$ cat config.mk
export PLATFORM = sky130hd
export DESIGN_NAME = xz_resolve_buf
export DESIGN_NICKNAME = d
export VERILOG_FILES = /design/src/rtl/xz_resolve_buf.sv
export SDC_FILE = /design/constraint.sdc
export NUM_CORES = 1
export LEC_CHECK = 0
export ABC_AREA = 0
export CORE_ASPECT_RATIO = 1.1
export CORE_UTILIZATION = 23
export CTS_CLUSTER_SIZE = 8
export DETAILED_ROUTE_END_ITERATION = 10
export DONT_BUFFER_PORTS = 1
export GPL_TIMING_DRIVEN = 0
export HOLD_SLACK_MARGIN = 0.1
export SETUP_SLACK_MARGIN = 0.1
export SLEW_MARGIN = 10
export SYNTH_ARGS = -nofsm -noshare
export SYNTH_HDL_FRONTEND = slang
export SYNTH_SLANG_ARGS = --single-unit
$ cat constraint.sdc
create_clock -name clk -period 5 [get_ports clk]
set_clock_uncertainty 0.1 [all_clocks]
set_input_delay 1 -clock clk [delete_from_list [all_inputs] [get_ports clk]]
set_output_delay 1 -clock clk [all_outputs]
set_load 0.02 [all_outputs]
$ cat src/rtl/xz_resolve_buf.sv
// xz_resolve_buf
//   Resolves CH tri-state style drivers into one 4-state word per sample and
//   buffers the resolved words, with per-word conflict and X/Z flags, in a
//   DEPTH-entry FIFO.
//
//   4-state bit code (drv_data and out_data): 00=0, 01=1, 10=Z, 11=X.
//   Channel c, bit b lives at drv_data[(c*W+b)*2 +: 2].
//
// Ports
//   clk           rising-edge clock
//   rst_n         asynchronous active-low reset
//   drv_en        per-channel driver enable (disabled channel = Z)
//   drv_data      per-channel 4-state words
//   in_valid      sample request; push when in_valid && in_ready
//   in_ready      not full
//   flush         synchronous clear, wins over push/pop
//   out_valid     head entry valid
//   out_ready     consumer accepts head entry
//   out_data      resolved head word (all zero when out_valid is low)
//   out_conflict  head word had a driver disagreement on some bit
//   out_xz        head word holds at least one X or Z bit
//   count         FIFO occupancy
//   conflict_cnt  (only with XZ_RESOLVE_BUF_STATS_EN) saturating count of
//                 pushes carrying the conflict flag
//
// Optional feature macro: XZ_RESOLVE_BUF_STATS_EN
module xz_resolve_buf #(
  parameter int CH    = 4,
  parameter int W     = 8,
  parameter int DEPTH = 4,
  parameter int PULL  = 0
) (
  input  logic                    clk,
  input  logic                    rst_n,
  input  logic [CH-1:0]           drv_en,
  input  logic [CH*W*2-1:0]       drv_data,
  input  logic                    in_valid,
  output logic                    in_ready,
  input  logic                    flush,
  output logic                    out_valid,
  input  logic                    out_ready,
  output logic [W*2-1:0]          out_data,
  output logic                    out_conflict,
  output logic                    out_xz,
`ifdef XZ_RESOLVE_BUF_STATS_EN
  output logic [15:0]             conflict_cnt,
`endif
  output logic [$clog2(DEPTH):0]  count
);

  localparam int AW = $clog2(DEPTH);
  localparam int CW = AW + 1;
  localparam int EW = 2 * W + 2;  // {conflict, xz, word}

  localparam logic [1:0] PULL_CODE = (PULL == 1) ? 2'b01 :
                                     (PULL == 2) ? 2'b10 : 2'b00;

  // ---------------------------------------------------------------------
  // Combinational resolution
  // ---------------------------------------------------------------------
  logic [2*W-1:0] res_word;
  logic [W-1:0]   bit_conf;
  logic [W-1:0]   bit_xz;
  logic           res_conf;
  logic           res_xz;

  generate
    for (genvar gi = 0; gi < W; gi++) begin : g_bit
      logic has0;
      logic has1;
      logic hasx;

      always_comb begin
        has0 = 1'b0;
        has1 = 1'b0;
        hasx = 1'b0;
        for (int c = 0; c < CH; c++) begin
          if (drv_en[c]) begin
            case (drv_data[(c*W+gi)*2 +: 2])
              2'b00:   has0 = 1'b1;
              2'b01:   has1 = 1'b1;
              2'b11:   hasx = 1'b1;
              default: ;  // Z driver contributes nothing
            endcase
          end
        end
      end

      // An X driver dominates and is not a disagreement, so it masks the
      // conflict flag for this bit even if 0 and 1 drivers are also present.
      assign res_word[gi*2 +: 2] = (hasx || (has0 && has1)) ? 2'b11 :
                                   has0                     ? 2'b00 :
                                   has1                     ? 2'b01 :
                                                              PULL_CODE;
      assign bit_conf[gi] = has0 & has1 & ~hasx;
      // Codes 10 (Z) and 11 (X) share the upper bit.
      assign bit_xz[gi]   = res_word[gi*2+1];
    end
  endgenerate

  assign res_conf = |bit_conf;
  assign res_xz   = |bit_xz;

  // ---------------------------------------------------------------------
  // FIFO
  // ---------------------------------------------------------------------
  logic [EW-1:0] mem [DEPTH];
  logic [AW-1:0] wr_ptr_reg, wr_ptr_next;
  logic [AW-1:0] rd_ptr_reg, rd_ptr_next;
  logic [CW-1:0] count_reg, count_next;
  logic          push;
  logic          pop;
  logic [EW-1:0] head;

  assign in_ready  = (count_reg != CW'(DEPTH));
  assign out_valid = (count_reg != '0);
  assign push      = in_valid & in_ready & ~flush;
  assign pop       = out_valid & out_ready & ~flush;

  // Pointers are exactly AW bits wide and DEPTH is a power of two, so the
  // increments wrap modulo DEPTH on their own.
  always_comb begin
    wr_ptr_next = wr_ptr_reg;
    rd_ptr_next = rd_ptr_reg;
    count_next  = count_reg;
    if (flush) begin
      wr_ptr_next = '0;
      rd_ptr_next = '0;
      count_next  = '0;
    end else begin
      if (push) wr_ptr_next = wr_ptr_reg + AW'(1);
      if (pop)  rd_ptr_next = rd_ptr_reg + AW'(1);
      count_next = count_reg + CW'(push) - CW'(pop);
    end
  end

  always_ff @(posedge clk or negedge rst_n) begin
    if (!rst_n) begin
      wr_ptr_reg <= '0;
      rd_ptr_reg <= '0;
      count_reg  <= '0;
    end else begin
      wr_ptr_reg <= wr_ptr_next;
      rd_ptr_reg <= rd_ptr_next;
      count_reg  <= count_next;
    end
  end

  // Storage needs no reset: every output is gated by out_valid.
  always_ff @(posedge clk) begin
    if (push) mem[wr_ptr_reg] <= {res_conf, res_xz, res_word};
  end

  assign head         = mem[rd_ptr_reg];
  assign out_data     = out_valid ? head[2*W-1:0] : '0;
  assign out_conflict = out_valid & head[EW-1];
  assign out_xz       = out_valid & head[EW-2];
  assign count        = count_reg;

`ifdef XZ_RESOLVE_BUF_STATS_EN
  logic [15:0] conflict_cnt_reg;

  always_ff @(posedge clk or negedge rst_n) begin
    if (!rst_n) begin
      conflict_cnt_reg <= '0;
    end else if (push && res_conf && (conflict_cnt_reg != 16'hFFFF)) begin
      conflict_cnt_reg <= conflict_cnt_reg + 16'd1;
    end
  end

  assign conflict_cnt = conflict_cnt_reg;
`endif

endmodule
Yosys cells after proc, flatten, opt, wreduce, memory -nomap -nowiden
Memory sizes are Yosys's and may differ from the RTL's.
Index checks and enable logic that the tools add are counted.
{ "totals": {"regBits": 7, "ram_bits": 72, "inputBits": 73, "out_inout_bits": 23, "elab_cells": 381, "mem_count": 1} }
{ "classes": {"add_sub_neg": 4, "eq_ne": 65, "mux": 224, "bitwise_logic": 31, "n_reduce_logical": 53} }
{ "memory_table": {"columns": ["name", "depth", "word_bits", "read_ports", "rd_ports_with_merged_regs", "write_ports", "line", "text"], "rows": [
  ["mem", 4, 18, 1, 0, 1, "107", "logic [EW-1:0] mem [DEPTH];"]
]} }
{ "op_table": {"columns": ["op", "n"], "rows": [
  ["1-bit two-way mux", 210],
  ["2-bit by 1-bit == test with 1-bit output, second input constant", 32],
  ["2-bit == test, second input constant", 32],
  ["2-bit zero test", 32],
  ["2-bit two-way mux", 12],
  ["1-bit AND", 22],
  ["16-bit two-way mux", 1],
  ["8-bit OR reduction", 2],
  ["1-bit inverter", 9],
  ["1-bit logical AND", 8],
  ["1-bit logical OR", 8],
  ["2-bit by 1-bit adder with 2-bit output, second input constant", 2],
  ["2-bit nonzero test", 2],
  ["3-bit by 1-bit adder with 3-bit output", 1],
  ["3-bit two-way mux", 1],
  ["3-bit inequality test, second input constant", 1],
  ["3-bit nonzero test", 1],
  ["3-bit by 1-bit subtractor with 3-bit output", 1]
]} }

Depth between registers and ports, before layout
{ "logic_depth": {"word_depth": 13, "depth_mapped": 13, "ltp_nobuf": 13} }

Worst setup path before layout
No wires, ideal clock.
{ "synth_timing": {"path_type": "in2reg", "start": "in flush", "end": "reg count_reg[2] (netlist: count[2])", "setup_ns": 0.130, "arrival_time_ns": 2.627, "required_ns": 4.770, "slack_ns": 2.143, "cell_stages": 11, "n_path_buf": 1, "path_cell_list": "clkbuf_1 -> nor2_1 -> inv_1 -> ha_1 -> inv_1 -> ha_1 -> inv_1 -> fa_1 -> xor2_1 -> xnor2_1 -> nor2_1"} }
{ "synth_via": {"elab_chain_len": 5, "word_cells_on_any_way": 6, "classes_between": "2 x add/sub; 1 x mux; 3 x bitwise"} }
{ "synth_lines": {"columns": ["item", "line", "text"], "rows": [
  ["start: declaration", "39", "input logic flush,"],
  ["1-bit inverter", "117, 118", null],
  ["1-bit AND", "117", "assign push = in_valid & in_ready & ~flush;"],
  ["3-bit by 1-bit adder with 3-bit output", "133", "count_next = count_reg + CW'(push) - CW'(pop);"],
  ["3-bit by 1-bit subtractor with 3-bit output", "133", null],
  ["3-bit two-way mux *", "126", "if (flush) begin"],
  ["named net count_next[2]", "110", "logic [CW-1:0] count_reg, count_next;"],
  ["end signal: assignment", "145", "count_reg <= count_next;"],
  ["end: declaration", "110", null]
]} }
Mark *: on every way through the listed nets, which the timed path passes. The rest lies on a longest branch.
A chain may end at the register's enable or synchronous reset.

Worst setup path after layout
{ "layout_timing": {"start": "reg count_reg[1] (netlist: count[1])", "end": "out out_data[11]"} }
{ "layout_via": {"elab_chain_len": 2} }
{ "layout_lines": {"columns": ["item", "line", "text"], "rows": [
  ["3-bit nonzero test", "116", "assign out_valid = (count_reg != '0);"],
  ["named net out_valid", "40", "output logic out_valid,"],
  ["16-bit two-way mux", "155", "assign out_data = out_valid ? head[2*W-1:0] : '0;"],
  ["end: declaration", "42", "output logic [W*2-1:0] out_data,"]
]} }
The timed path passes the listed nets, and every way through them passes these cells.

==> summary.md <==
| Metric | Value |
|---|---|
| Synth area leader | edfxtp_1 |
| Share of cells above drive strength 1 | 0.1538 |
| Row cnt | a little over 50 |
| GP Congestion | between 0.7 and 0.8 |
| Max reg flops | 72 |
| Setup_tns | 0 ns |
| Leakage | about 1.5 nW |
| CTS Buf Count | 9 |
| Pin count of the biggest net entering global routing | 19 |
| DR iter-0 viols | between 150 and 200 |
| GR Util All Layers | 0.1186 |
| Via count | about 2800 |
| Finished Layout Cells | 589 |
| Dpl ws | about 1.9 ns |
| Startpoint Class | flop |
| Worst-path fanout max | 10 |
| Largest family of logic cells by synthesized area | simple AND/OR/NAND/NOR gates |
| RSZ-0062 raised after global routing | no |
| Power per Cell Area | 418.1 nW/um^2 |
| Post-synthesis async set-or-reset flop share | 0.08861 |
| Hold WS | approximately 0.26 ns |
| Area Growth Syn to Fin | 13.43% |
| PnR worst setup slack | 1.939 ns |
| Status | completed |
| Post-synth top flop | edfxtp_1 |
| DIE HEIGHT | 143.8 um |
| Synth Area in Compound Gates | 0.07058 |
| Buffers on Ports | 0 |
| CP required | approximately 4 ns |
| Crit path arrival time | around 2.0 ns |
| First-pass GRT wire length | between 15000 and 20000 um |
| Met1 Resource Use GR | 0.1454 |
| Routing usage on met3 | 0.02792 |
| WL final | roughly 11000 um |
| Clk root buf | clkbuf_16 |
| Worst-case clock buffer depth | 2 |
| Global-route track usage on met2 | 0.1949 |
| Netlist cell types | between 40 and 50 |
| Share of the yosys chip area belonging to registers | 0.5563 |
| Final hold viol count | 0 |
| Routed vias/inst | between 4 and 5 |
| R2R cell count | 12 |
| Post-Synth XOR/XNOR Area | 0.01042 |
| CTS tree | yes |
| Post-CTS setup buffers | 0 |
| Worst slew pin tran | around 1.0 ns |
| Post-DRT Antenna Nets | 0 |
| DIE WIDTH | ~130 um |
| H-tree Lvls | 3 |
| Clk slew on worst S/H paths | 0.06 ns |
| Yosys top cell area share | 0.5146 |
| Clock Latency Late Sink | between 0.3 and 0.4 ns |
| Synth warnings | 0 |
| Hpwl dp | between 7000 and 8000 um |
| Maxcap violations | 0 |
| EDFF count, synth | 72 |
| Max Fclk | 326.7 MHz |
| Total die area | 18810 sq um |
| Initial Utilization | 0.2360 |
| R2R Setup Slk | around 2 ns |
| WS Path Type | reg -> out |
| Initial antenna violation count | 0 |
| Diodes inserted | 0 |
| Mapped Area | about 4200 sq um |
| CTS sink cnt | between 70 and 80 |
| FF-to-FF Start | count[1] |
| Post-cts sizing count | 0 |
| Worst slew margin | 0.3245 |
| Period utilisation layout | 0.6122 |
| Cts hold-fix bufs | 0 |
| Peak VDD IR | 0.0001680 V |
| Post-synthesis cell count | between 300 and 400 |
| #FFs+latches synth | a little under 80 |
| Mux contribution to synthesized area | 0.09649 |
| Adder-cell share of the synthesized area | 0.02263 |
| Clock period minus worst slack | slightly above 3 ns |
| Vias in the first global route | roughly 3000 |
| DP Cell Count | between 500 and 600 |
| Grt peak-use layer | met2 |
| Ports | 96 |
| Final #Nets | about 430 |
| Post-synthesis area per instance | between 10 and 15 sq um |
| DR WL/cell | about 18 um |
| Hold crit path type | in -> async |
| Count leader, synth | edfxtp_1 |
| Max Slew Vio Count | 0 |
| Synthesized net count | between 400 and 500 |
| Grt total ovfl | 0 |
| Synth Area in Simple Gates | 0.2114 |
| Synth top cells by count | edfxtp_1, nand2_1, nand3_1 |
| Setup-failing EPs final | 0 |
| Crit end category | output pin |
| Core area | around 18000 sq um |
| FF-to-FF End | count[2] |
| DRC violations left | 0 |
| DR pass1 iterations | 4 |
| Largest cells by area after synthesis | edfxtp_1, mux4_2, dfrtp_1 |
## per-stage QoR
stage | util | power (mW) | cell area [sq um]
finish | 0.2677 | 1.993 | 4766
global route | 0.2677 | 2.094 | 4766
CTS | 0.2677 | 2.028 | 4766
detailed placement | 0.2527 | 1.449 | 4499
global placement | 0.2527 | 1.432 | 4499
floorplan | - | 1.303 | 4202
## per-layer routing
layer | wire [um] | share of wire
met5 | 0 | 0
met4 | 235 | 0.022
met3 | 826 | 0.078
met2 | 5044 | 0.48
met1 | 4449 | 0.42
## cell families (layout without fill, tap and decap cells)
kind of cell | count (synthesis) | count (layout)
AND/OR/NAND/NOR | 160 | 160
flip-flops | 79 | 79
AO/OA/AOI/OAI | 41 | 41
buffers and inverters | 25 | 41
multiplexers | 18 | 18
adder cells (fa/ha/maj) | 7 | 7
XOR/XNOR | 5 | 5
## cell type report
type	instances	area, sq um
Sequential cell	79	2337
Fill cell	1823	13040
Multi-Input combinational cell	231	1729
Inverter	10	42.54
Clock buffer	10	229.0
Clock inverter	6	37.54
Buffer	15	92.59
Tap cell	238	297.8
## report_power, final
part | leakage (nW) | internal [mW] | switching (mW) | total [mW]
Sequential | 0.742 | 0.790 | 0.0332 | 0.823
Combinational | 0.678 | 0.211 | 0.379 | 0.590
Clock | 0.126 | 0.333 | 0.247 | 0.580
## layout by cell type, fill, tap and decap left out, drive strengths merged, types with 2 or more instances in the layout
master	instances
nand4	2
nand2	38
nand2b	3
clkinvlp	2
nor3b	16
nor2	23
a311oi	4
o32ai	3
o22ai	7
clkinv	4
o221ai	3
a21oi	5
dfrtp	7
and3	4
and2	22
nand3	27
nand3b	6
nor3	5
or2b	2
xnor2	2
nor4	4
inv	10
o21ai	8
a22oi	4
edfxtp	72
ha	6
a31oi	4
mux4	18
buf	12
xor2	3
and4	4
clkbuf	13
## critical path: stages (launching register included)
cell and delay, ns:
dfrtp_1 0.56, or3_1 0.22, clkbuf_1 0.48, and2_1 0.37
## worst max path at each step
stage | from | endpoint | slack, ns | depth (start not counted)
floorplan | flush | count[2] | 2.14 | 11
global placement | flush | count[2] | 2.01 | 11
detailed placement | flush | count[2] | 1.87 | 11
CTS | count[1] | out_data[11] | 1.82 | 3
global route | count[1] | out_data[11] | 1.76 | 3
finish | count[1] | out_data[11] | 1.94 | 3
Note: power is estimated with default switching activity, not from simulation.
